<file path="config.mk">
export PLATFORM = sky130hd
export DESIGN_NAME = iot_monitor_multi
export DESIGN_NICKNAME = d
export VERILOG_FILES = /design/src/rtl/iot_monitor_multi.sv
export SDC_FILE = /design/constraint.sdc
export NUM_CORES = 1
export LEC_CHECK = 0
export ABC_AREA = 1
export BUFFER_PORTS_ARGS = -buffer_cell sky130_fd_sc_hd__buf_2
export CAP_MARGIN = 20
export CORE_UTILIZATION = 62
export CTS_BUF_LIST = sky130_fd_sc_hd__clkbuf_16
export CTS_CLUSTER_DIAMETER = 30
export CTS_CLUSTER_SIZE = 14
export DETAILED_ROUTE_END_ITERATION = 8
export PLACE_DENSITY = 0.85
export SETUP_SLACK_MARGIN = 0.05
export SKIP_CTS_REPAIR_TIMING = 1
export SYNTH_ARGS = -nofsm -noshare
export SYNTH_HDL_FRONTEND = slang
export SYNTH_SLANG_ARGS = --single-unit
</file>
<file path="constraint.sdc">
create_clock -name clk -period 6.8 [get_ports clk]
set_input_delay 1.02 -clock clk [delete_from_list [all_inputs] [get_ports clk]]
set_output_delay 1.02 -clock clk [all_outputs]
set_load 0.05 [all_outputs]
</file>
<file path="src/rtl/iot_monitor_multi.sv">
// iot_monitor_multi
//   Multi-channel active-device monitor. Each of CHANNELS device groups has
//   its own up/down counter that steps once per cycle while change[i] is high,
//   upward when on_off[i]=1 and downward when on_off[i]=0. The counters either
//   saturate (WRAP=0) or wrap modulo 2^WIDTH (WRAP=1). They also keep sticky
//   overflow/underflow flags and a per-channel threshold alarm. A registered
//   grand total of all channels is also kept.
//
// Ports
//   clk          system clock, all state on the rising edge
//   rst          asynchronous active-low reset
//   clear        synchronous clear of counters, total and error flags
//   change       per-channel event strobe (one event per high cycle)
//   on_off       per-channel direction, 1 = +1, 0 = -1
//   threshold    shared alarm level (combinational compare)
//   counter_out  flattened counts, channel i at [i*WIDTH +: WIDTH]
//   total_out    sum of the counts as they stood one cycle earlier
//   over_thresh  count[i] >= threshold
//   ovf_err      sticky: increment attempted at the maximum count
//   unf_err      sticky: decrement attempted at zero
module iot_monitor_multi #(
  parameter int WIDTH    = 8,
  parameter int CHANNELS = 4,
  parameter int WRAP     = 0,
  // A single channel still gets one extra bit so the total has headroom.
  parameter int TW       = WIDTH + ((CHANNELS > 1) ? $clog2(CHANNELS) : 1)
) (
  input  logic                      clk,
  input  logic                      rst,
  input  logic                      clear,
  input  logic [CHANNELS-1:0]       change,
  input  logic [CHANNELS-1:0]       on_off,
  input  logic [WIDTH-1:0]          threshold,
  output logic [CHANNELS*WIDTH-1:0] counter_out,
  output logic [TW-1:0]             total_out,
  output logic [CHANNELS-1:0]       over_thresh,
  output logic [CHANNELS-1:0]       ovf_err,
  output logic [CHANNELS-1:0]       unf_err
);

  localparam logic [WIDTH-1:0] MAX_COUNT = '1;

  logic [CHANNELS-1:0][WIDTH-1:0] counts;
  logic [TW-1:0]                  sum_next;
  logic [TW-1:0]                  total_reg;

  generate
    for (genvar gi = 0; gi < CHANNELS; gi++) begin : g_chan
      logic [WIDTH-1:0] count_reg;
      logic             ovf_reg;
      logic             unf_reg;

      always_ff @(posedge clk or negedge rst) begin
        if (!rst) begin
          count_reg <= '0;
          ovf_reg   <= 1'b0;
          unf_reg   <= 1'b0;
        end else if (clear) begin
          // clear wins over any event on the same edge, including the error it
          // would otherwise have raised.
          count_reg <= '0;
          ovf_reg   <= 1'b0;
          unf_reg   <= 1'b0;
        end else if (change[gi]) begin
          if (on_off[gi]) begin
            if (count_reg == MAX_COUNT) begin
              ovf_reg <= 1'b1;
              if (WRAP != 0) count_reg <= '0;
            end else begin
              count_reg <= count_reg + WIDTH'(1);
            end
          end else begin
            if (count_reg == '0) begin
              unf_reg <= 1'b1;
              if (WRAP != 0) count_reg <= MAX_COUNT;
            end else begin
              count_reg <= count_reg - WIDTH'(1);
            end
          end
        end
      end

      assign counts[gi]                        = count_reg;
      assign counter_out[gi*WIDTH +: WIDTH]    = count_reg;
      assign over_thresh[gi]                   = (count_reg >= threshold);
      assign ovf_err[gi]                       = ovf_reg;
      assign unf_err[gi]                       = unf_reg;
    end
  endgenerate

  // Zero-extended sum of the current counter registers; TW is sized so this
  // cannot overflow even with every channel at its maximum.
  always_comb begin
    sum_next = '0;
    for (int i = 0; i < CHANNELS; i++) begin
      sum_next = sum_next + {{(TW-WIDTH){1'b0}}, counts[i]};
    end
  end

  // Registering the pre-edge sum makes total_out lag counter_out by one cycle.
  always_ff @(posedge clk or negedge rst) begin
    if (!rst) begin
      total_reg <= '0;
    end else if (clear) begin
      total_reg <= '0;
    end else begin
      total_reg <= sum_next;
    end
  end

  assign total_out = total_reg;

endmodule

</file>
==> metrics.md, run 1 <==
| Metric | Value |
|---|---|
| Placed instance area | 5560 um^2 |
| Final ANT Viol Nets | 0 |
| Area grow syn2layout | 11.1% |
| Slew HR | 61.2% |
| Avg Cell Area, Syn | 7.20 um^2 |
| Gpl congestion | 0.872 |
| Seq cells post-synth | 50 |
| Max reg flops | 32 |
| CTS root buffer | clkbuf_16 |
| Vias | 4,851 |
| Final worst path period share | 50.2% |
| Aggregate global-route resource usage | 31.0% |
| Initial antenna violation count | 0 |
| First-pass GRT wire length | 21.2 mm |
| Final Hold Viols | 0 |
| Hold WC Path Type | reg -> reg |
| Clock Path Buffers | 2 |
| Clock Skews | 0.00936 ns |
| Synth warn | 0 |
| Setup CP Type | in -> out |
| Achievable Freq | 0.293 GHz |
| Clk_lat worst skew | 0.30 ns |
| Worst setup EP type | output port |
| Syn Inst Count | 715 |
| # clock sinks | 50 |
| Global route overflow | 0 |
| Cell Rows | 32 |
| Residual DRC count | 0 |
| Setup TNS | 0 ns |
| Initial Util | 65.3% |
| Clk slew on worst S/H paths | 0.07 ns |
| Die ar. | 8670 um^2 |
| Slowest library cell on the worst path | ha_1 |
| Async SR Flop Fraction | 100% |
| N_diodes | 0 |
| RSZ-0062 raised after global routing | no |
| CTS tree | yes |
| First DRT Iteration DRCs | 261 |
| Final wirelength | 12.5 mm |
| Synthesized cell area | 5150 um^2 |
| Crit path cell chain | buf_2, inv_1, ha_1, inv_1, nor3_1, nand4_1, nand3_1, buf_2 |
| Detailed-route vias per instance | 5.47 |
| Largest net degree at the start of global routing | 51 |
| Sequential element share of the synthesized area | 24.3% |
| Fin area | 5720 um^2 |
| Arr. time, crit path | 2.39 ns |
| CP delay by family, top | simple AND/OR/NAND/NOR gates |
| Final count of negative-setup-slack endpoints | 0 |
| Vias in the first global route | 4,758 |
| Port Buffers | 72 |
| Status | completed |
| I/O pin count | 73 |
| DP HPWL | 9.75 mm |
| Synthesized Nets | 819 |
| Synth Flop Type | dfrtp_1 |
| Least-Margin Pin Slew | 0.582 ns |
| Synth cell types | 31 |
| Die X-Extent | 93.1 um |
| Post-synth EDFFs | 0 |
| CP max stage delay | 0.31 ns |
| First-pass iteration count of the detailed router | 5 |
| Num CTS Buffers | 5 |
| Layout cells sized above 1 | 15.0% |
| Total core area | 7890 um^2 |
| H-tree Lvls | 2 |
| Post-detailed-route wirelength per cell | 14.1 um |
| Startpoint types | input port |
| Final net count | 889 |
| Crit path buf inv count | 4 |
| Minimum clock period after layout | 3.41 ns |
| Critical Path Fanout Max | 4 |
| Max-slew violation total from the final report | 0 |
| Worst path required time | 5.78 ns |
| Max-cap violations | 0 |
| Die H | 93.1 um |
-- cell type report --
class | instances | area, um^2
Timing Repair Buffer | 73 | 380
Sequential cell | 50 | 1250
Fill cell | 608 | 2170
Clock inverter | 2 | 15.0
Clock buffer | 5 | 125
Inverter | 141 | 529
Tap cell | 102 | 128
Multi-Input combinational cell | 514 | 3290
-- path summary, 6_finish.rpt --
path | startpoint | to | slack [ns] | cells after the start
max reg2reg | g_chan[0].count_reg[1] | total_out[5] | 3.84 | 10
min reg2reg | g_chan[2].unf_reg | g_chan[2].unf_reg | 0.50 | 2
max | threshold[7] | over_thresh[0] | 3.39 | 8
min | g_chan[2].unf_reg | g_chan[2].unf_reg | 0.50 | 2
max in group asynchronous | rst | g_chan[2].ovf_reg | 5.58 | 2
min in group asynchronous | rst | g_chan[0].ovf_reg | 0.70 | 1
-- worst reg2reg max path, cell delays in order (launching register included) --
cell and delay [ns]:
dfrtp_1 0.47, inv_1 0.17, fa_1 0.54, fa_1 0.53, inv_1 0.05, ha_1 0.22
fa_1 0.44, nand3_1 0.10, nand2_1 0.09, o21ai_0 0.17, a21oi_1 0.06
-- metal layers --
layer	up-vias	routed length (um)	part of all wire, %	track usage [%]
li1	2397	-	-	-
met1	2218	5330	42	38.7
met2	203	6070	48	53.2
met3	33	781	6.2	3.58
met4	0	363	2.9	14.9
met5	-	0	0	0
-- cell usage in the layout, fill, tap and decap left out, types with 13 or more instances in the layout --
cell,instances
ha_1,65
dfrtp_1,50
o21ai_2,13
a21oi_1,36
nor2_1,49
fa_1,20
nand3_1,38
nand4_1,20
inv_1,136
nand2_1,203
buf_2,72
-- through the flow --
| stage | hold slack [ns] | utilization, % | instances | setup slack, ns |
|---|---|---|---|---|
| 2_1_floorplan | 0.464 | - | 715 | 3.51 |
| 3_3_place_gp | 0.468 | 70.5 | 879 | 3.50 |
| 3_5_place_dp | 0.485 | 70.5 | 879 | 3.42 |
| 4_1_cts | 0.500 | 72.3 | 886 | 3.41 |
| 5_1_grt | 0.522 | 72.5 | 887 | 3.31 |
| 6_report | 0.498 | 72.5 | 887 | 3.39 |
-- cell usage after synthesis, types with 5 or more instances --
cell / number / share of area (%)
o21ai_0: 7 / 0.68
nand2_2: 5 / 0.61
nor3_1: 7 / 0.68
xnor2_1: 8 / 1.4
o21ai_1: 9 / 0.87
o21ai_2: 13 / 2.2
ha_1: 65 / 16
a21oi_1: 36 / 3.5
inv_2: 5 / 0.36
inv_1: 136 / 9.9
fa_1: 20 / 7.8
nand4_1: 20 / 2.4
xor2_1: 8 / 1.4
nand2_1: 203 / 15
dfrtp_1: 50 / 24
nor2_2: 5 / 0.61
nand3_1: 38 / 3.7
buf_4: 8 / 1.2
nor2_1: 49 / 3.6
-- kinds of logic after synthesis --
group,share of synthesized area [%]
and+or+nand+nor,28.9
buffers and inverters,11.8
adders and majority gates,23.6
AOI/OAI and AO/OA,8.70
DFF,24.3
xor gates and xnor gates,2.72
Power of run 1 is not shown: default switching activity piles up to over one toggle a cycle in this logic, so the estimate is an artifact.
==> run 2: changes to the inputs <==
Settings changed: CORE_UTILIZATION 62 to 59, PLACE_DENSITY 0.85 to 0.82.
Clock period 6.8 ns to 3.2 ns, I/O delays scaled along.
==> metrics.md, run 2 (synthesis results as in run 1) <==
| Metric | Value |
|---|---|
| Final worst path period share | 88.5% |
| Slew HR | 62.5% (+1.3 points) |
| Initial Util | 61.7% (-3.5 points) |
| CP max stage delay | 0.52 ns (+0.21 ns) |
| # clock sinks | 50 (unchanged) |
| Initial antenna violation count | 0 (unchanged) |
| Status | completed |
| Num CTS Buffers | 5 (unchanged) |
| Layout cells sized above 1 | 15.3% (+0.30 points) |
| Gpl congestion | 0.869 (-0.31%) |
| Hold WC Path Type | in -> async |
| N_diodes | 0 (unchanged) |
| Minimum clock period after layout | 2.83 ns |
| Setup TNS | 0 ns (unchanged) |
| Worst path required time | 3.35 ns (-2.43 ns) |
| Vias in the first global route | 4,598 (-3.4%) |
| First-pass iteration count of the detailed router | 5 (unchanged) |
| WL met2 | 5.93 mm (-2.4%) |
| Final count of negative-setup-slack endpoints | 0 (unchanged) |
| I/O pin count | 73 (unchanged) |
| Clock Skews | 0.00586 ns (-0.00351 ns) |
| Max-cap violations | 0 (unchanged) |
| Cell Rows | 33 (+3.1%) |
| Area grow syn2layout | 11.4% |
| Arr. time, crit path | 2.98 ns (+0.59 ns) |
| Clock Path Buffers | 2 (unchanged) |
| Global route overflow | 0 (unchanged) |
| CP dominant cell by count | fa_1 |
| DP HPWL | 9.95 mm (+2.0%) |
| Final ANT Viol Nets | 0 (unchanged) |
| Aggregate global-route resource usage | 29.9% (-1.1 points) |
| Final wirelength | 12.7 mm (+1.3%) |
| Total core area | 8340 um^2 (+5.7%) |
| Setup CP Type | reg -> reg |
| Worst setup EP type | flop |
| Max layer used | met4 |
| Startpoint types | flop |
| Met1 wire length | 5.74 mm (+7.7%) |
| Area of the multi-input gates | 3290 um^2 (unchanged) |
| Max-slew violation total from the final report | 0 (unchanged) |
| Die H | 95.4 um (+2.5%) |
| CTS tree | yes |
| Port Buffers | 72 (unchanged) |
| DR WL met3 | 690 um (-12%) |
| Most frequent cells in the layout | 203 x nand2_1, 136 x inv_1, 72 x buf_2 |
| Vias | 4,824 (-0.56%) |
| H-tree Lvls | 2 (unchanged) |
| Critical Path Fanout Max | 6 (+2) |
| Residual DRC count | 0 (unchanged) |
| Fill count | 718 (+18%) |
| Largest net degree at the start of global routing | 30 (-41%) |
| Final net count | 892 (+0.34%) |
| Detailed-route vias per instance | 5.40 (-1.3%) |
| Achievable Freq | 0.353 GHz |
| Beginning of the critical path | g_chan[0].count_reg[1] |
| RSZ-0062 raised after global routing | no |
| Slowest library cell on the worst path | fa_1 |
| Max reg flops | 32 (unchanged) |
| Reg-to-reg startpoint | g_chan[0].count_reg[1] |
| Die X-Extent | 95.4 um (+2.5%) |
| First DRT Iteration DRCs | 250 (-4.2%) |
| First-pass GRT wire length | 20.9 mm (-1.2%) |
| Commonest non-fill, non-tap cell in the layout | nand2_1 |
| Least-Margin Pin Slew | 0.563 ns (-0.0194 ns) |
| Crit path cell chain | inv_1, fa_1, fa_1, inv_1, ha_1, fa_1, nand3_1, nand2_1, nand4_1, a31oi_1 |
| CTS root buffer | clkbuf_16 |
| FF+latch area | 1250 um^2 (unchanged) |
| Clk slew on worst S/H paths | 0.07 ns (about the same) |
| Post-detailed-route wirelength per cell | 14.2 um (+0.47%) |
| Final Hold Viols | 0 (unchanged) |
| Clk_lat worst skew | 0.30 ns (about the same) |
| Die ar. | 9100 um^2 (+5.0%) |
run 2: changes by cell type in the layout (fill, tap and decap cells not counted):
cell / delta
clkinv_1: +1
buf_4: +4
clkinvlp_4: -1
buf_12: -1
clkinv_2: +1
run 2: final timing paths:
path,endpoint,slack (ns),cells after the start
worst max-delay path,total_out[9],0.37,10
min in group clk,g_chan[3].unf_reg,0.48,3
max in group asynchronous,g_chan[1].count_reg[3],2.26,2
worst max register to register,total_out[9],0.37,10
worst min register to register,g_chan[0].ovf_reg,0.50,1
worst min-delay path,g_chan[0].count_reg[5],0.15,1
run 2: final cells by class:
type / instances / share of cell area, %
well taps: 105 / 2.29
inverters: 141 / 9.23
multi-input cells: 514 / 57.4
repair buffers: 76 / 6.81
flip-flops and latches: 50 / 21.8
clock buffers: 5 / 2.18
clock inverters: 3 / 0.284
run 2: per-stage QoR:
step           utilization (%)  cell area (um^2)  cells  setup slack, ns  hold slack, ns
3_3_place_gp              67.1              5590    886            0.490           0.470
6_report                  68.8              5740    894            0.368           0.154
3_5_place_dp              67.1              5590    886            0.407           0.485
2_1_floorplan                -              5150    715            0.186           0.184
5_1_grt                   68.8              5740    894            0.212           0.188
4_1_cts                   68.8              5740    894            0.394           0.172
run 2: worst max-delay path: cells and delay by family, from the launching register on:
family / cells / cell delay [ns]
AOI/OAI and AO/OA: 1 / 0.09
DFF: 1 / 0.43
and+or+nand+nor: 3 / 0.28
buffers and inverters: 2 / 0.19
adders and majority gates: 4 / 1.68
run 2: routing by layer:
metal | track usage [%] | vias to the layer above
li1 | - | 2405
met1 | 38.5 | 2221
met2 | 50.4 | 165
met3 | 4.31 | 33
met4 | 11.9 | 0
met5 | 0 | -
Power of run 2 is left out for the same reason.
